$ cat config.mk
export PLATFORM = sky130hd
export DESIGN_NAME = jpu_decode_stage
export DESIGN_NICKNAME = d
export VERILOG_FILES = /design/src/rtl/jpu_pkg.sv /design/src/rtl/jpu_scoreboard.sv /design/src/rtl/jpu_decode_stage.sv
export SDC_FILE = /design/constraint.sdc
export NUM_CORES = 1
export LEC_CHECK = 0
export ABC_AREA = 1
export ABC_CLOCK_PERIOD_IN_PS = 1800
export BUFFER_PORTS_ARGS = -buffer_cell sky130_fd_sc_hd__buf_2
export CAP_MARGIN = 20
export CELL_PAD_IN_SITES_DETAIL_PLACEMENT = 2
export CELL_PAD_IN_SITES_GLOBAL_PLACEMENT = 2
export CORE_MARGIN = 2
export CORE_UTILIZATION = 26
export CTS_CLUSTER_DIAMETER = 80
export DETAILED_ROUTE_END_ITERATION = 6
export PLACE_DENSITY_LB_ADDON = 0.1
export SYNTH_ARGS = -nofsm -noshare
export SYNTH_HDL_FRONTEND = slang
export SYNTH_SLANG_ARGS = --single-unit
export TNS_END_PERCENT = 50
$ cat constraint.sdc
create_clock -name clk_i -period 1.8 [get_ports clk_i]
set_input_delay 0.09 -clock clk_i [delete_from_list [all_inputs] [get_ports clk_i]]
set_output_delay 0.09 -clock clk_i [all_outputs]
set_load 0.02 [all_outputs]
$ cat src/rtl/jpu_pkg.sv
// jpu_pkg: shared definitions for the JPU decode stage.
//   - Field offset helpers derived from INSTR_W / REG_BITS. Fields are
//     packed MSB-first: opcode, rD, imm-flag, rA, rB. The immediate
//     occupies the low IMM_W bits.
//   - Opcode names and the default "does not write rD" mask.
//   - decoded_t: the width-independent control fields of a decoded word.
package jpu_pkg;

  localparam int OPCODE_W = 4;

  // Opcodes 14 and 15 are the ones that never write a destination register.
  localparam logic [15:0] DEFAULT_NOWRITE_MASK = 16'hC000;

  localparam logic [OPCODE_W-1:0] OP_ADD    = 4'h0;
  localparam logic [OPCODE_W-1:0] OP_SUB    = 4'h1;
  localparam logic [OPCODE_W-1:0] OP_AND    = 4'h2;
  localparam logic [OPCODE_W-1:0] OP_OR     = 4'h3;
  localparam logic [OPCODE_W-1:0] OP_XOR    = 4'h4;
  localparam logic [OPCODE_W-1:0] OP_SHL    = 4'h5;
  localparam logic [OPCODE_W-1:0] OP_SHR    = 4'h6;
  localparam logic [OPCODE_W-1:0] OP_MOV    = 4'h7;
  localparam logic [OPCODE_W-1:0] OP_STORE  = 4'hE;
  localparam logic [OPCODE_W-1:0] OP_BRANCH = 4'hF;

  function automatic int opcodeLsb(input int instrW);
    return instrW - OPCODE_W;
  endfunction

  function automatic int rdLsb(input int instrW, input int regBits);
    return instrW - OPCODE_W - regBits;
  endfunction

  function automatic int flagPos(input int instrW, input int regBits);
    return instrW - OPCODE_W - 1 - regBits;
  endfunction

  function automatic int raLsb(input int instrW, input int regBits);
    return instrW - OPCODE_W - 1 - 2 * regBits;
  endfunction

  function automatic int rbLsb(input int instrW, input int regBits);
    return instrW - OPCODE_W - 1 - 3 * regBits;
  endfunction

  // Control fields whose widths do not depend on the block parameters;
  // register selects and the immediate are carried alongside.
  typedef struct packed {
    logic [OPCODE_W-1:0] aluOp;
    logic                immFlag;
    logic                writeEnable;
  } decoded_t;

endpackage

$ cat src/rtl/jpu_scoreboard.sv
// jpu_scoreboard: one pending bit per register plus the hazard compare.
// Ports:
//   clk_i, rst_i       clock, async active-high reset
//   en_i               pending register only updates while high
//   set_valid_i/reg_i  an issuing instruction will write set_reg_i
//   clr_valid_i/reg_i  a writeback retires clr_reg_i
//   held_valid_i/reg_i output register holds a writer of held_reg_i
//   reads_src_i        incoming word reads src_a_i and src_b_i
//   writes_dst_i       incoming word writes dst_i
//   hazard_o           incoming word must stall
//   pending_o          pending vector
module jpu_scoreboard #(
  parameter int REG_BITS = 3
) (
  input  logic                     clk_i,
  input  logic                     rst_i,
  input  logic                     en_i,
  input  logic                     set_valid_i,
  input  logic [REG_BITS-1:0]      set_reg_i,
  input  logic                     clr_valid_i,
  input  logic [REG_BITS-1:0]      clr_reg_i,
  input  logic                     held_valid_i,
  input  logic [REG_BITS-1:0]      held_reg_i,
  input  logic                     reads_src_i,
  input  logic [REG_BITS-1:0]      src_a_i,
  input  logic [REG_BITS-1:0]      src_b_i,
  input  logic                     writes_dst_i,
  input  logic [REG_BITS-1:0]      dst_i,
  output logic                     hazard_o,
  output logic [2**REG_BITS-1:0]   pending_o
);

  logic [2**REG_BITS-1:0] pending_q;
  logic [2**REG_BITS-1:0] pending_d;
  logic                   srcHit;
  logic                   dstHit;

  // Clear is applied before set so a same-cycle issue and retire of one
  // register leaves it pending: the new write is still outstanding.
  always_comb begin
    pending_d = pending_q;
    if (clr_valid_i) pending_d[clr_reg_i] = 1'b0;
    if (set_valid_i) pending_d[set_reg_i] = 1'b1;
  end

  always_ff @(posedge clk_i or posedge rst_i) begin
    if (rst_i) pending_q <= '0;
    else if (en_i) pending_q <= pending_d;
  end

  // Compares use the registered vector only, so a writeback never
  // unblocks a stalled word in the cycle it retires.
  always_comb begin
    srcHit = reads_src_i &&
             (pending_q[src_a_i] || pending_q[src_b_i] ||
              (held_valid_i && (held_reg_i == src_a_i || held_reg_i == src_b_i)));
    dstHit = writes_dst_i &&
             (pending_q[dst_i] || (held_valid_i && held_reg_i == dst_i));
    hazard_o = srcHit || dstHit;
  end

  assign pending_o = pending_q;

endmodule

$ cat src/rtl/jpu_decode_stage.sv
// jpu_decode_stage: pipelined instruction decoder with hazard scoreboard.
// Accepts words on in_valid_i/in_ready_o, splits them into fields, holds
// them in a one-deep output register (out_valid_o/out_ready_i) and stalls
// on RAW/WAW hazards against pending writes and the held output.
// Ports:
//   clk_i, rst_i, en_i, flush_i          control
//   in_valid_i, in_ready_o, instruction_i input handshake and word
//   out_valid_o, out_ready_i             output handshake
//   alu_op_o, imm_flag_o, imm_data_o,
//   rega_sel_o, regb_sel_o, regd_sel_o,
//   write_enable_o                       decoded fields
//   wb_valid_i, wb_reg_i                 writeback retire
//   pending_o                            scoreboard vector (debug)
module jpu_decode_stage
  import jpu_pkg::*;
#(
  parameter int          INSTR_W      = 16,
  parameter int          REG_BITS     = 3,
  parameter int          IMM_W        = 8,
  parameter logic [15:0] NOWRITE_MASK = DEFAULT_NOWRITE_MASK
) (
  input  logic                   clk_i,
  input  logic                   rst_i,
  input  logic                   en_i,
  input  logic                   flush_i,
  input  logic                   in_valid_i,
  output logic                   in_ready_o,
  input  logic [INSTR_W-1:0]     instruction_i,
  output logic                   out_valid_o,
  input  logic                   out_ready_i,
  output logic [3:0]             alu_op_o,
  output logic                   imm_flag_o,
  output logic [IMM_W-1:0]       imm_data_o,
  output logic [REG_BITS-1:0]    rega_sel_o,
  output logic [REG_BITS-1:0]    regb_sel_o,
  output logic [REG_BITS-1:0]    regd_sel_o,
  output logic                   write_enable_o,
  input  logic                   wb_valid_i,
  input  logic [REG_BITS-1:0]    wb_reg_i,
  output logic [2**REG_BITS-1:0] pending_o
);

  localparam int OP_LSB   = opcodeLsb(INSTR_W);
  localparam int RD_LSB   = rdLsb(INSTR_W, REG_BITS);
  localparam int FLAG_POS = flagPos(INSTR_W, REG_BITS);
  localparam int RA_LSB   = raLsb(INSTR_W, REG_BITS);
  localparam int RB_LSB   = rbLsb(INSTR_W, REG_BITS);

  if (INSTR_W < 5 + 3 * REG_BITS) begin : gBadInstrW
    $error("jpu_decode_stage: INSTR_W too small for REG_BITS");
  end
  if (IMM_W > INSTR_W - 5 - REG_BITS) begin : gBadImmW
    $error("jpu_decode_stage: IMM_W overlaps opcode/rD/flag fields");
  end

  decoded_t              dec;
  logic [REG_BITS-1:0]   decRa, decRb, decRd;
  logic [IMM_W-1:0]      decImm;

  decoded_t              ctrl_q, ctrl_d;
  logic [REG_BITS-1:0]   regA_q, regA_d, regB_q, regB_d, regD_q, regD_d;
  logic [IMM_W-1:0]      imm_q, imm_d;
  logic                  outValid_q, outValid_d;

  logic                  hazard;
  logic                  inReady;
  logic                  accept;
  logic                  issue;

  // Field extraction from the incoming word.
  always_comb begin
    dec.aluOp       = instruction_i[OP_LSB +: OPCODE_W];
    dec.immFlag     = instruction_i[FLAG_POS];
    dec.writeEnable = ~NOWRITE_MASK[dec.aluOp];
    decRd           = instruction_i[RD_LSB +: REG_BITS];
    decRa           = instruction_i[RA_LSB +: REG_BITS];
    decRb           = instruction_i[RB_LSB +: REG_BITS];
    decImm          = instruction_i[IMM_W-1:0];
  end

  // in_ready is gated by rst so it stays low for the whole reset window.
  always_comb begin
    inReady = !rst_i && en_i && !flush_i && !hazard && (!outValid_q || out_ready_i);
    accept  = in_valid_i && inReady;
    issue   = outValid_q && out_ready_i && en_i && !flush_i;
  end

  // Output register next state: flush drops the word, accept loads a new
  // one (possibly in the same cycle the old one issues), issue alone empties.
  always_comb begin
    outValid_d = outValid_q;
    ctrl_d     = ctrl_q;
    regA_d     = regA_q;
    regB_d     = regB_q;
    regD_d     = regD_q;
    imm_d      = imm_q;
    if (en_i) begin
      if (flush_i) begin
        outValid_d = 1'b0;
      end else if (accept) begin
        outValid_d = 1'b1;
        ctrl_d     = dec;
        regA_d     = decRa;
        regB_d     = decRb;
        regD_d     = decRd;
        imm_d      = decImm;
      end else if (issue) begin
        outValid_d = 1'b0;
      end
    end
  end

  always_ff @(posedge clk_i or posedge rst_i) begin
    if (rst_i) begin
      outValid_q <= 1'b0;
      ctrl_q     <= '0;
      regA_q     <= '0;
      regB_q     <= '0;
      regD_q     <= '0;
      imm_q      <= '0;
    end else begin
      outValid_q <= outValid_d;
      ctrl_q     <= ctrl_d;
      regA_q     <= regA_d;
      regB_q     <= regB_d;
      regD_q     <= regD_d;
      imm_q      <= imm_d;
    end
  end

  jpu_scoreboard #(
    .REG_BITS(REG_BITS)
  ) uScoreboard (
    .clk_i       (clk_i),
    .rst_i       (rst_i),
    .en_i        (en_i),
    .set_valid_i (issue && ctrl_q.writeEnable),
    .set_reg_i   (regD_q),
    .clr_valid_i (wb_valid_i),
    .clr_reg_i   (wb_reg_i),
    .held_valid_i(outValid_q && ctrl_q.writeEnable),
    .held_reg_i  (regD_q),
    .reads_src_i (!dec.immFlag),
    .src_a_i     (decRa),
    .src_b_i     (decRb),
    .writes_dst_i(dec.writeEnable),
    .dst_i       (decRd),
    .hazard_o    (hazard),
    .pending_o   (pending_o)
  );

  assign in_ready_o     = inReady;
  assign out_valid_o    = outValid_q;
  assign alu_op_o       = ctrl_q.aluOp;
  assign imm_flag_o     = ctrl_q.immFlag;
  assign write_enable_o = ctrl_q.writeEnable;
  assign imm_data_o     = imm_q;
  assign rega_sel_o     = regA_q;
  assign regb_sel_o     = regB_q;
  assign regd_sel_o     = regD_q;

endmodule

# Word-level counts from Yosys, hierarchy flattened
# Memories as Yosys holds them, arrays and structs flattened.
# Cells that the tools add are included.
# classes
n_lt_le_gt_ge,8
eq_ne,3
n_mux,16
bitwise,5
reduce_logical,30
# ops
op,n
"less-than comparator 3 x 4 -> 1 bit, second input constant",5
logical AND 1 bit,16
two-way mux 8 bit,2
binary-select mux 1 bit (select 3 bit),3
equality test 3 bit,3
two-way mux 1 bit,9
bitwise AND 8 bit,1
NOT 8 bit,1
bitwise OR 8 bit,1
demux 1 bit (select 3 bit),2
">= comparator 3 x 1 -> 1 bit, second input constant",2
logical OR 1 bit,6
logical NOT 1 bit,5
"less-than comparator 4 x 5 -> 1 bit, second input constant",1
AND reduction 3 bit,1
nonzero test 3 bit,1
NOT 1 bit,2
AND reduction 2 bit,1
# word_totals
reg_bits,32
romBits,16
in_bits,26
out_inout_bits,33
word_cells,72
memories,1
# mem_list
memory,words,word_bits,read_ports,rd_clocked_by_memory_dff,wr,line,rtl
(name not given),16,1,1,0,0,jpu_decode_stage.sv:74,dec.writeEnable = ~NOWRITE_MASK[dec.aluOp];

# Depth between registers and ports, before layout
# logic_depth
ltp_word,12
mapped_depth,13
depth_no_buf,13

# Modules after synthesis
# A second synthesis with hierarchy kept.
# hier_totals
hier_cells,221
hier_area_um2,1735.4
# modules_own_cells
module,n_inst,cells_each,area_per_inst_um2,seq_area_each_um2
jpu_decode_stage,1,102,1013.5,450.4
jpu_scoreboard,1,119,721.9,200.2

# Worst setup path after synthesis
# No wires, ideal clock.
# synth_timing
path_kind,reg2reg
startpoint,register regD_q[1] (netlist: regd_sel_o[1])
endpoint,register regB_q[1] (netlist: regb_sel_o[1])
setup_time_ns,0.118
arrival_ns,1.519
setup_slack_ns,0.163
stages_incl_launch_ff,12
path_buffers,2
synth_period_minus_slack_ns,1.637
cell_sequence,dfrtp_1 -> buf_2 -> inv_2 -> nor2_1 -> nor2_1 -> nand2_1 -> nand3_2 -> a21oi_2 -> nand3_4 -> buf_6 -> nand2_1 -> o21ai_2
# synth_between
elab_chain_cells,11
elab_cells_between_ends,16
classes_between,eq/ne: 3; reduce/logical: 13
# synth_lines
item,line,rtl
from (decl),jpu_decode_stage.sv:61,"logic [REG_BITS-1:0] regA_q, regA_d, regB_q, regB_d, regD_q, regD_d;"
from (signal assigned),jpu_decode_stage.sv:126,regD_q <= regD_d;
equality test 3 bit,jpu_scoreboard.sv:56,(held_valid_i && (held_reg_i == src_a_i || held_reg_i == src_b_i)));
logical OR 1 bit,jpu_scoreboard.sv:56,
logical AND 1 bit,jpu_scoreboard.sv:56,
logical OR 1 bit,jpu_scoreboard.sv:55,(pending_q[src_a_i] || pending_q[src_b_i] ||
logical AND 1 bit,jpu_scoreboard.sv:54,srcHit = reads_src_i &&
logical OR 1 bit *,jpu_scoreboard.sv:59,hazard_o = srcHit || dstHit;
logical NOT 1 bit *,jpu_decode_stage.sv:83,inReady = !rst_i && en_i && !flush_i && !hazard && (!outValid_q || out_ready_i);
logical AND 1 bit * (2 in a row),jpu_decode_stage.sv:83,
logical AND 1 bit *,jpu_decode_stage.sv:84,accept = in_valid_i && inReady;
AND reduction 3 bit (no source line) *,--,
to (signal assigned),jpu_decode_stage.sv:125,regB_q <= regB_d;
to (decl),jpu_decode_stage.sv:61,
# Every way passes the cells marked *; elsewhere a longest branch is shown, timed or not.
# A chain may end at the register's enable or synchronous reset.

# Final worst setup path
# layout_timing
startpoint,register regD_q[0] (netlist: regd_sel_o[0])
endpoint,output in_ready_o
# layout_between
elab_chain_cells,9
elab_cells_between_ends,14
classes_between,eq/ne: 3; reduce/logical: 11
# layout_lines
item,line,rtl
equality test 3 bit,jpu_scoreboard.sv:56,
logical OR 1 bit,jpu_scoreboard.sv:56,
logical AND 1 bit,jpu_scoreboard.sv:56,
logical OR 1 bit,jpu_scoreboard.sv:55,
logical AND 1 bit,jpu_scoreboard.sv:54,
logical OR 1 bit *,jpu_scoreboard.sv:59,
logical NOT 1 bit *,jpu_decode_stage.sv:83,
logical AND 1 bit * (2 in a row),jpu_decode_stage.sv:83,
to (decl),jpu_decode_stage.sv:27,"output logic in_ready_o,"
# Marks and branches as above.

==> flow_summary.ini <==
[cts]
cts-htree-levels = 1
clock_sink_count = 26
ctsLongestPathBuffers = 2
cts_tree = done
worstSkewPairLatency_ns = 0.28
cts-root-buf = clkbuf_8
cts_buffers = 3
clk_pin_slew_ns = 0.10

[timing]
max_slew_margin_pct = 75.9
setup_viol = 0
maxSlewViolCount = 0
grt_setup_unrepaired = true
fmax_ghz = 0.578
worstMarginPinSlew_ns = 0.361
period_share_pct = 96.0
skew_ns = 0.00232
finalCriticalPeriod_ns = 1.73
hold_violations = 0

[critical_path]
cp_top_family = simple AND/OR/NAND/NOR gates
worst-path-buf-inv = 1
critPathMaxStageDelay_ns = 0.49
critPathCaptureType = primary output
criticalPathCategory = reg2out
crit_slowest_cell = dfrtp_2
reg2reg_depth = 11
cp_max_fo = 7
cp.required_ns = 1.71
arrival_ns = 1.64
r2r_slack_ns = 0.18
cp_common_cell = nand2_1
timing.rr.start = regd_sel_o[2]$_DFFE_PP0P_
path_cells = xnor2_2 > nand3_1 > nand2_1 > nand2_1 > nand2_1 > nand2_2 > and2_4 > buf_6
start_kind = register
critPathLaunch = regd_sel_o[0]$_DFFE_PP0P_
crit_end = in_ready_o
worstReg2RegEnd = imm_data_o[4]$_DFFE_PP0P_
cp.depth = 8

[place]
post_dp_cell_area_um2 = 1920
place_hpwl_mm = 4.02
gp_congestion = 0.741
dp_cells = 336
numPortBuffers = 58

[yosys]
syn_area_um2 = 1600
synth_top_family_by_area = simple AND/OR/NAND/NOR gates
synth-simple-area-share_pct = 29.6
synth_commonest_cells = nand2_1 (71), dfrtp_1 (26), nand3_1 (24)
synth_compound_area_share_pct = 14.5
synthAdderAreaFrac_pct = 0
ys_top_cells_by_area = dfrtp_1 (41%), nand2_1 (17%), nand3_1 (7.5%), o21ai_2 (7.1%), o21ai_0 (5.0%)
ys_types = 20
synth-xor-area-share_pct = 3.29
async_flop_share_pct = 100
synth_edf_count = 0
postSynthAreaPerCell_um2 = 7.54
syn-num-nets = 238
muxShareOfSynthArea_pct = 0
synth_cells = 212
yosysWarnings = 0
synth_top_area_cell = dfrtp_1
synth_flop_cell = dfrtp_1
yosysTopAreaCellShare_pct = 40.7
ys_seq_area_share_pct = 40.7
ys_seq_elements = 26
yosysMostFrequentCell = nand2_1

[pwr]
peakVddDrop_mv = 0.513
power.switching_w = 0.000853
p_total_w = 0.00220
p_seq_share_pct = 37.9
comb_power_share_pct = 39.0
leakagePower_nw = 1.13
power.density_nw_per_um2 = 1030
p_clk_share_pct = 23.1
sw_frac_of_total_pct = 38.8
p_int_w = 0.00135

[routing]
dr.pass1.iters = 4
vias_per_cell = 4.69
antenna_left = 0
drt_iter0_drc = 49
vias = 1624
drc = 0
wire_per_inst_um = 15.0
wirelength_mm = 5.18

[floorplanning]
fp.dieW_um = 82.4
coreArea_um2 = 5920
die_area_um2 = 6790
row_count = 28
start_util_pct = 27.0
ioPinCount = 59
die_y_um = 82.4

[hold_path]
holdCritPathClass = in2reg
hp-start = instruction_i[1]
whs_path_depth = 3

[run_status]
status = finished, final reports clean

[final_layout]
drive_above_1_share_pct = 41.7
syn2layout_area_growth_pct = 33.0
final_cells = 346
fin_nets = 298
fillers = 722
fin_area_um2 = 2130
n_antenna_cell = 0

[global_routing]
antenna_found_initial = 0
first_global_vias = 1645
grt_pass1_wl_mm = 8.36
grt_usage_pct = 16.4
overflow = 0
grt_max_degree = 33

[job]
max_cap_violations = 0
layout by cell type, fill, tap and decap left out, types with 4 or more instances in the layout:
cell type	n
o21ai_0	16
nand3_1	23
inv_1	21
nand2_1	69
dfrtp_1	19
buf_2	57
inv_2	4
o21ai_2	13
nand2_2	4
buf_4	7
nand3_2	4
dfrtp_2	7
xnor2_2	6
nor2_1	4
stage by stage:
step           util (%)  hold slack (ns)  TNS (ns)  setup WS, ns
2_1_floorplan         -            0.138         0         0.163
4_1_cts            34.3           0.0350         0       0.00380
3_5_place_dp       32.5            0.290         0        0.0638
6_report           35.9           0.0478         0        0.0713
3_3_place_gp       32.5            0.282         0         0.120
5_1_grt            35.9           0.0448   -0.0672       -0.0672
what timing repair did:
action,CTS,global route
hold endpoints to repair,26,0
setup buffers,2,3
hold buffers,1,0
pin swaps,0,6
resized for setup,4,18
cloned,0,0
setup endpoints to repair,1,2
layout make-up:
| class | count | area (µm²) | area share [%] |
|---|---|---|---|
| tap | 75 | 93.8 | 4.41 |
| clock buffer | 3 | 41.3 | 1.94 |
| timing repair buffer | 67 | 379 | 17.8 |
| sequential | 26 | 659 | 31.0 |
| clock inverter | 1 | 30.0 | 1.41 |
| multi-input combinational | 148 | 823 | 38.7 |
| inverter | 26 | 100 | 4.71 |
worst min path at each step:
stage / to / slack, ns
6_report: imm_data_o[1]$_DFFE_PP0P_ / 0.05
5_1_grt: alu_op_o[0]$_DFFE_PP0P_ / 0.04
4_1_cts: imm_data_o[1]$_DFFE_PP0P_ / 0.04
3_5_place_dp: alu_op_o[3]$_DFFE_PP0P_ / 0.29
3_3_place_gp: imm_data_o[1]$_DFFE_PP0P_ / 0.28
2_1_floorplan: alu_op_o[0]$_DFFE_PP0P_ / 0.14
logic make-up after synthesis:
family	after synthesis
AND/OR/NAND/NOR	107
buffers and inverters	38
AO/OA/AOI/OAI	35
flip-flops	26
XOR/XNOR	6
worst reg2reg max path, stage by stage (launching register included):
cell and delay (ns):
dfrtp_2 0.50, inv_2 0.08, nand2_1 0.06, nand2_2 0.07, nor2_2 0.04, nand2_1 0.06, nand3_2 0.08, a21oi_4 0.19
nand3_4 0.12, buf_12 0.19, nand2_1 0.10, o21ai_2 0.05
state kept, by name, summed over array words and instances (netlist names):
register and cells:
alu_op_o 4, imm_data_o 3, imm_flag_o 1, out_valid_o 1, rega_sel_o 3, regb_sel_o 2, regd_sel_o 3, uScoreboard.pending_o 8
write_enable_o 1
per-layer routing:
layer / track usage (%) / vias to the layer above / share of wire, %
met5: 0 / - / 0
met4: 3.50 / 0 / 0.52
met3: 2.28 / 2 / 3.8
met2: 28.0 / 37 / 50
met1: 22.0 / 795 / 45
li1: - / 790 / -
power by group through the flow:
stage | Sequential [W] | Combinational, W | Clock (W)
final | 0.000834 | 0.000858 | 0.000509
after global routing | 0.000862 | 0.000953 | 0.000552
after CTS | 0.000823 | 0.000809 | 0.000534
after detailed placement | 0.000836 | 0.000780 | 0
after global placement | 0.000831 | 0.000763 | 0
after floorplan | 0.000932 | 0.000432 | 0
Power figures use the tool's default switching activity.
